===== src/rtl/load_store_unit.sv =====
// load_store_unit
// Memory-access stage of the RV64 core. Accepts one load or store at a time
// from the decoder. It runs a request/grant/response handshake with a 64-bit
// data memory and returns a single-cycle completion to writeback, carrying
// sign- or zero-extended load data.
//
// Ports:
//   clk, rst            clock, asynchronous active-high reset
//   req_valid/req_ready upstream handshake; ready only in IDLE, out of reset
//   mem_read/mem_write  operation type from the decoder
//   funct3              access size [1:0] and load zero-extend flag [2]
//   addr                effective byte address
//   store_data          rs2 value for stores
//   rd                  destination register tag
//   resp_valid          one-cycle completion pulse
//   resp_we             writeback enable (successful load only)
//   resp_rd             tag of the completing operation
//   resp_data           extended load data, 0 for stores and errors
//   resp_err            misaligned access or illegal encoding
//   dmem_req/dmem_gnt   memory request, held until granted
//   dmem_we             1 = write
//   dmem_addr           doubleword-aligned address
//   dmem_wdata          lane-replicated store data
//   dmem_be             byte enables
//   dmem_rvalid         read data valid
//   dmem_rdata          read doubleword
module load_store_unit #(
  parameter int ADDR_W = 32
) (
  input  logic              clk,
  input  logic              rst,
  input  logic              req_valid,
  output logic              req_ready,
  input  logic              mem_read,
  input  logic              mem_write,
  input  logic [2:0]        funct3,
  input  logic [ADDR_W-1:0] addr,
  input  logic [63:0]       store_data,
  input  logic [4:0]        rd,
  output logic              resp_valid,
  output logic              resp_we,
  output logic [4:0]        resp_rd,
  output logic [63:0]       resp_data,
  output logic              resp_err,
  output logic              dmem_req,
  output logic              dmem_we,
  output logic [ADDR_W-1:0] dmem_addr,
  output logic [63:0]       dmem_wdata,
  output logic [7:0]        dmem_be,
  input  logic              dmem_gnt,
  input  logic              dmem_rvalid,
  input  logic [63:0]       dmem_rdata
);

  typedef enum logic [1:0] {IDLE, REQ, WAIT, RESP} state_t;

  state_t state;
  state_t state_next;

  logic              accept;
  logic              illegal;
  logic              misaligned;
  logic              req_err;
  logic [7:0]        be_new;
  logic [63:0]       wdata_new;

  logic [ADDR_W-1:0] addr_q;
  logic [2:0]        funct3_q;
  logic [4:0]        rd_q;
  logic              is_load_q;
  logic              err_q;
  logic              we_q;
  logic [7:0]        be_q;
  logic [63:0]       wdata_q;
  logic [63:0]       rdata_q;

  logic [63:0]       shifted;
  logic [63:0]       load_ext;
  logic              sign_ext;
  logic              capture;

  assign req_ready = (state == IDLE) && !rst;
  assign accept    = req_valid && req_ready;

  // Classify the incoming request and precompute its memory-side lanes so
  // they can be registered once at accept and held stable during REQ.
  always_comb begin
    illegal    = (mem_read == mem_write)
               || (mem_read && (funct3 == 3'b111))
               || (mem_write && funct3[2]);
    misaligned = 1'b0;
    be_new     = 8'h00;
    wdata_new  = 64'd0;
    case (funct3[1:0])
      2'b00: begin
        misaligned = 1'b0;
        be_new     = 8'h01 << addr[2:0];
        wdata_new  = {8{store_data[7:0]}};
      end
      2'b01: begin
        misaligned = addr[0];
        be_new     = 8'h03 << addr[2:0];
        wdata_new  = {4{store_data[15:0]}};
      end
      2'b10: begin
        misaligned = |addr[1:0];
        be_new     = 8'h0F << addr[2:0];
        wdata_new  = {2{store_data[31:0]}};
      end
      default: begin
        misaligned = |addr[2:0];
        be_new     = 8'hFF;
        wdata_new  = store_data;
      end
    endcase
    // Loads always fetch the whole doubleword and pick the lanes out later.
    if (mem_read) begin
      be_new = 8'hFF;
    end
    req_err = illegal || misaligned;
  end

  // Load extraction: shift the addressed byte down to lane 0, truncate to
  // the access size, then sign- or zero-extend.
  always_comb begin
    shifted  = dmem_rdata >> {addr_q[2:0], 3'b000};
    sign_ext = !funct3_q[2];
    case (funct3_q[1:0])
      2'b00:   load_ext = {{56{sign_ext & shifted[7]}},  shifted[7:0]};
      2'b01:   load_ext = {{48{sign_ext & shifted[15]}}, shifted[15:0]};
      2'b10:   load_ext = {{32{sign_ext & shifted[31]}}, shifted[31:0]};
      default: load_ext = shifted;
    endcase
  end

  // Read data is taken either together with the grant or later in WAIT.
  assign capture = (state == REQ && dmem_gnt && dmem_rvalid && is_load_q)
                || (state == WAIT && dmem_rvalid);

  always_ff @(posedge clk or posedge rst) begin
    if (rst) begin
      state <= IDLE;
    end else begin
      state <= state_next;
    end
  end

  always_comb begin
    state_next = state;
    case (state)
      IDLE: begin
        if (accept) begin
          state_next = req_err ? RESP : REQ;
        end
      end
      REQ: begin
        if (dmem_gnt) begin
          if (!is_load_q || dmem_rvalid) begin
            state_next = RESP;
          end else begin
            state_next = WAIT;
          end
        end
      end
      WAIT: begin
        if (dmem_rvalid) begin
          state_next = RESP;
        end
      end
      default: begin
        state_next = IDLE;
      end
    endcase
  end

  // Operation latches. Load data is cleared at accept so stores and errors
  // complete with zero data.
  always_ff @(posedge clk or posedge rst) begin
    if (rst) begin
      addr_q    <= '0;
      funct3_q  <= 3'd0;
      rd_q      <= 5'd0;
      is_load_q <= 1'b0;
      err_q     <= 1'b0;
      we_q      <= 1'b0;
      be_q      <= 8'h00;
      wdata_q   <= 64'd0;
      rdata_q   <= 64'd0;
    end else if (accept) begin
      addr_q    <= addr;
      funct3_q  <= funct3;
      rd_q      <= rd;
      is_load_q <= mem_read && !mem_write;
      err_q     <= req_err;
      we_q      <= mem_write && !mem_read;
      be_q      <= be_new;
      wdata_q   <= wdata_new;
      rdata_q   <= 64'd0;
    end else if (capture) begin
      rdata_q   <= load_ext;
    end
  end

  assign dmem_req   = (state == REQ);
  assign dmem_we    = we_q;
  assign dmem_addr  = {addr_q[ADDR_W-1:3], 3'b000};
  assign dmem_wdata = wdata_q;
  assign dmem_be    = be_q;

  assign resp_valid = (state == RESP);
  assign resp_we    = resp_valid && is_load_q && !err_q;
  assign resp_err   = resp_valid && err_q;
  assign resp_rd    = resp_valid ? rd_q : 5'd0;
  assign resp_data  = resp_valid ? rdata_q : 64'd0;

endmodule


===== config.mk =====
export PLATFORM = sky130hd
export DESIGN_NAME = load_store_unit
export DESIGN_NICKNAME = d
export VERILOG_FILES = /design/src/rtl/load_store_unit.sv
export SDC_FILE = /design/constraint.sdc
export NUM_CORES = 1
export LEC_CHECK = 0
export BUFFER_PORTS_ARGS = -buffer_cell sky130_fd_sc_hd__buf_2
export CAP_MARGIN = 20
export CELL_PAD_IN_SITES_DETAIL_PLACEMENT = 1
export CELL_PAD_IN_SITES_GLOBAL_PLACEMENT = 1
export CORE_MARGIN = 4
export CORE_UTILIZATION = 42
export CTS_BUF_LIST = sky130_fd_sc_hd__clkbuf_2
export CTS_CLUSTER_DIAMETER = 80
export CTS_CLUSTER_SIZE = 16
export DETAILED_ROUTE_END_ITERATION = 10
export PLACE_DENSITY_LB_ADDON = 0.1
export RECOVER_POWER = 50
export SLEW_MARGIN = 20
export SYNTH_ARGS = -nofsm -noshare
export SYNTH_HDL_FRONTEND = slang
export SYNTH_SLANG_ARGS = --single-unit

===== constraint.sdc =====
create_clock -name clk -period 14.7 [get_ports clk]
set_clock_uncertainty 0.05 [all_clocks]
set_input_delay 2.94 -clock clk [delete_from_list [all_inputs] [get_ports clk]]
set_output_delay 2.94 -clock clk [all_outputs]
set_load 0.03 [all_outputs]

# Word-level counts from Yosys, hierarchy flattened
# Index checks and enable logic that the tools add are counted.
totals:
  reg_bits: 181
  input_bits: 175
classes:
  eq_ne: 12
  shift: 4
  muxes: 15
  n_bitwise: 3
  n_reduce_logical: 31
ops:
  columns: ["cell", "count"]
  rows:
  - ["one-hot mux 64 bit (3 select lines)", 2]
  - ["2-to-1 mux 64 bit", 3]
  - [">> shifter 64 x 6 -> 64 bit", 1]
  - ["one-hot mux 8 bit (3 select lines)", 1]
  - ["logical AND 1 bit", 13]
  - ["== test 2 bit, second input constant", 4]
  - ["2-to-1 mux 2 bit", 4]
  - ["2-to-1 mux 8 bit", 1]
  - ["left shift 1 x 3 -> 8 bit, first input constant", 1]
  - ["left shift 2 x 3 -> 8 bit, first input constant", 1]
  - ["left shift 4 x 3 -> 8 bit, first input constant", 1]
  - ["== test 2 x 1 -> 1 bit, second input constant", 3]
  - ["zero test 1 bit", 6]
  - ["zero test 2 bit", 3]
  - ["one-hot mux 2 bit (3 select lines)", 1]
  - ["logical OR 1 bit", 5]
  - ["2-to-1 mux 5 bit", 1]
  - ["inequality test 2 bit, second input constant", 2]
  - ["bitwise AND 1 bit", 3]
  - ["== test 3 bit, second input constant", 1]
  - ["one-hot mux 1 bit (3 select lines)", 1]
  - ["AND reduction 3 bit", 1]
  - ["OR reduction 3 bit", 1]
  - ["inequality test 2 x 1 -> 1 bit, second input constant", 1]
  - ["other kinds (4)", 4]

# Depth between registers and ports, before layout
logic_depth:
  ltp_word: 8
  depth_mapped: 9
  ltp_nobuf: 7

# Worst setup path after synthesis
# Ideal clock, no wire load.
synth_timing:
  kind: "in2reg"
  startpoint: "in rst"
  endpoint: "reg addr_q[2]"
  setup_time_ns: 0.066
  arrival_time_ns: 8.151
  required_ns: 14.584
  path_slack_ns: 6.433
  cell_stages: 7
  path_buffers: 3
  cell_sequence: "inv_1 and3_1 clkbuf_1 clkbuf_1 buf_1 nand2_1 nand2_1"
synth_via:
  elab_chain_len: 3
synth_lines:
  columns: ["element", "line", "source"]
  rows:
  - ["start: declaration", "31", "input logic rst,"]
  - ["zero test 1 bit (no line)", null, null]
  - ["logical AND 1 bit", "82", "assign req_ready = (state == IDLE) && !rst;"]
  - ["logical AND 1 bit", "83", "assign accept = req_valid && req_ready;"]
  - ["end signal: assignment", "190", "addr_q <= addr;"]
  - ["end: declaration", "67", "logic [ADDR_W-1:0] addr_q;"]
# No other way between the ends.
# A chain may end at the register's enable or synchronous reset.

# Worst setup path after layout
layout_timing:
  startpoint: "in rst"
  endpoint: "reg be_q[3] (netlist: dmem_be[3])"
layout_via:
  elab_chain_len: 3
layout_lines:
  columns: ["element", "line", "source"]
  rows:
  - ["zero test 1 bit (no line)", null, null]
  - ["logical AND 1 bit", "82", null]
  - ["logical AND 1 bit", "83", null]
  - ["end signal: assignment", "196", "be_q <= be_new;"]
  - ["end: declaration", "73", "logic [7:0] be_q;"]
# No other way between the ends.

==> impl_metrics.env <==
export IMPL_cp_start_kind="input port"
export IMPL_synth_mux_area_share_pct=8.44
export IMPL_synth_edf_count=0
export IMPL_met1_usage_pct=37.0
export IMPL_violations="max-capacitance violations, max-slew violations"
export IMPL_max_stage_delay_ps=2950
export IMPL_syn_area_sq_um=10800
export IMPL_cp_slowest_cell="clkinvlp_2"
export IMPL_maxSlewViolCount=358
export IMPL_maxCapViolCount=5
export IMPL_initial_core_util_pct=42.8
export IMPL_grt_usage_pct=26.2
export IMPL_grt_pass1_wl_microns=59300
export IMPL_arrival_ps=9660
export IMPL_place_gp_congestion=0.919
export IMPL_path_cells="clkbuf_1 > clkinvlp_2 > and3_1 > nand3_1 > o22a_1"
export IMPL_cts_hold_buf=0
export IMPL_grt_busiest_layer="met2"
export IMPL_synth_seq_area_share_pct=41.9
export IMPL_hpwl_microns=27800
export IMPL_cts_tree="built"
export IMPL_grt_pass1_vias=10400
export IMPL_critical_path_top_delay_family="simple AND/OR/NAND/NOR gates"
export IMPL_rsz0062_at_grt="false"
export IMPL_die_h_microns=168
export IMPL_routed_via_density=5.56
export IMPL_post_route_min_period_ps=8990
export IMPL_syn2layout_area_growth_pct=17.2
export IMPL_multiInputGateArea_sq_um=5570
export IMPL_synth_distinct_cells=55
export IMPL_drive_gt1_share_pct=30.7
export IMPL_critPathKind="input port to flop"
export IMPL_synth_fa_ha_area_share_pct=1.27
export IMPL_hp_class="flop to flop"
export IMPL_ir_worst_vdd_mv=0.104
export IMPL_synth_compound_area_share_pct=21.4
export IMPL_fin_hold_ws_ps=465
export IMPL_nets=1672
export IMPL_synthXorXnorAreaFrac_pct=0
export IMPL_cts_sinks=181
export IMPL_synthArstFlopShare_pct=100
export IMPL_grtUsageMet3_pct=5.87
export IMPL_cp_end_kind="flop"
export IMPL_post_route_period_util_pct=61.2
export IMPL_crit_required_ps=15370
export IMPL_tns_ps=0
export IMPL_io_pins=354
export IMPL_syn_avg_cell_area_sq_um=8.73
export IMPL_r2r_slack_ps=8960
export IMPL_regArea_sq_um=4530
export IMPL_path_clk_slew_ps=330
export IMPL_max_freq_mhz=111
export IMPL_grt_overflow_total=0
export IMPL_cts_buffers=17
export IMPL_synth_top_family_by_area="compound AO/OA/AOI/OAI gates"
export IMPL_wirelength_microns=38400
export IMPL_cp_num_buf_inv=2
export IMPL_setup_viol=0
export IMPL_fp_coreArea_sq_um=25300
export IMPL_rows=58
export IMPL_synthCells=1238
export IMPL_firstDrtPassIters=5
export IMPL_synth_simple_gate_area_share_pct=20.1
export IMPL_die_area_sq_um=28400
export IMPL_ys_ff_latch=181
export IMPL_use_met2_pct=40.8
export IMPL_portBuffers=350
export IMPL_clk_path_buf_depth=2
export IMPL_synthFlopType="dfrtp_1"
export IMPL_pwr_density_cell_nw_per_um2=219
export IMPL_finalHoldViolCount=0
export IMPL_slew_headroom_pct=-169
export IMPL_worst_path_max_fanout=90
export IMPL_yosysWarningCount=0
export IMPL_clock_latency_ps=750
export IMPL_power_leakage_nw=6.15
export IMPL_cts_resized=0
export IMPL_cts_setup_buffers=0
export IMPL_drc_errors=0
export IMPL_avgRoutedWirePerCell_microns=21.0
export IMPL_grt_antenna_before_repair=4
export IMPL_drtIter0Drc=969
export IMPL_die_w_microns=168
export IMPL_htreeDepth=4
export IMPL_root_buffer="clkbuf_2"
export IMPL_status="finished with violations"
export IMPL_n_fill_cell=3177
export IMPL_postRouteAntennaNets=0
export IMPL_grt_max_degree=91
export IMPL_vias=10200
export IMPL_tightest_slew_ps=4010
[report_power, final]
part / internal, W / total, W / switching, W
registers: 0.000729 / 0.000905 / 0.000176
clock network: 0.0000574 / 0.000273 / 0.000215
logic: 0.000531 / 0.00160 / 0.00107
total: 0.00132 / 0.00278 / 0.00146
[cell families (layout without fill, tap and decap cells)]
family / Yosys count / in the layout
and+or+nand+nor: 491 / 491
AOI/OAI and AO/OA: 332 / 332
DFF: 181 / 181
buffers and inverters: 151 / 410
muxes: 71 / 71
adders and majority gates: 11 / 11
other: 1 / 7
[worst reg2reg max path, cell delays in order (launching register included)]
cell and delay [ps]:
dfrtp_1 490, inv_1 100, ha_1 270, nor2b_1 170
nand2_1 820, clkbuf_1 2510, buf_4 940, o21ai_0 290
[sequential cells by signal (all words and copies together), names as in the netlist]
register    cells
dmem_wdata     64
rdata_q        64
addr_q         32
dmem_be         8
rd_q            5
funct3_q        3
state           2
dmem_we         1
err_q           1
is_load_q       1
[stage by stage]
stage | total power (W) | util [%] | worst slack (ps) | cell area, sq um | std cells
floorplan | 0.00211 | - | 6430 | 10800 | 1240
global placement | 0.00246 | 49.2 | 8170 | 12400 | 1797
detailed placement | 0.00251 | 49.2 | 8150 | 12400 | 1797
CTS | 0.00278 | 50.2 | 8150 | 12700 | 1829
global route | 0.00298 | 50.2 | 4500 | 12700 | 1833
finish | 0.00278 | 50.2 | 5710 | 12700 | 1833
[worst paths after layout]
kind | startpoint | endpoint | depth (start not counted)
worst max register to register | state[0] | dmem_wdata[28] | 7
worst min register to register | addr_q[15] | addr_q[15] | 2
max in group asynchronous | rst | addr_q[0] | 3
min in group asynchronous | rst | dmem_be[7] | 2
worst min-delay path | addr_q[15] | addr_q[15] | 2
worst max-delay path | rst | dmem_be[3] | 5
[metal layers]
layer / wire [microns] / vias to the layer above
met2: 17700 / 336
met1: 17300 / 5060
li1: - / 4762
met4: 858 / 0
met5: 0 / -
met3: 2560 / 42
[cells in the mapped netlist, types with 15 or more instances]
library cell	number	area, sq um
a21oi_1	64	320
a21oi_2	20	175
a31oi_1	19	119
and2_1	80	500
buf_4	33	248
clkbuf_1	83	312
dfrtp_1	181	4530
mux2i_1	45	450
mux4_2	15	338
nand2_1	263	987
nand3_1	18	90.1
nor2_1	90	338
o211ai_1	31	233
o21ai_0	87	435
o221ai_1	16	140
o22a_1	18	158
[layout make-up]
type,instances,area share [%]
antenna,4,0.0790
clock buffer,17,0.672
clock inverter,15,1.30
inverter,15,0.454
multi-input combinational,908,44.0
sequential,181,35.8
tap,330,3.26
timing repair buffer,363,14.5
[cell usage in the layout (no fill, tap or decap), types with 4 or more instances in the layout]
master and instances:
buf_2 348, nand2_1 263, dfrtp_1 179, nor2_1 90
o21ai_0 87, and2_1 80, a21oi_1 64, mux2i_1 45
o211ai_1 31, a21oi_2 20, a31oi_1 19, o22a_1 18
nand3_1 18, clkbuf_2 17, o221ai_1 16, mux4_2 15
inv_1 13, mux2_2 11, a211oi_1 11, a21oi_4 10
nor3_1 10, a221oi_1 10, ha_1 10, nand2b_1 9
a22oi_1 9, buf_4 9, nor2b_1 8, a2bb2oi_1 8
a22o_1 8, o211a_1 6, inv_8 6, clkbuf_1 6
diode_2 4
Note: power is estimated with default switching activity, not from simulation.
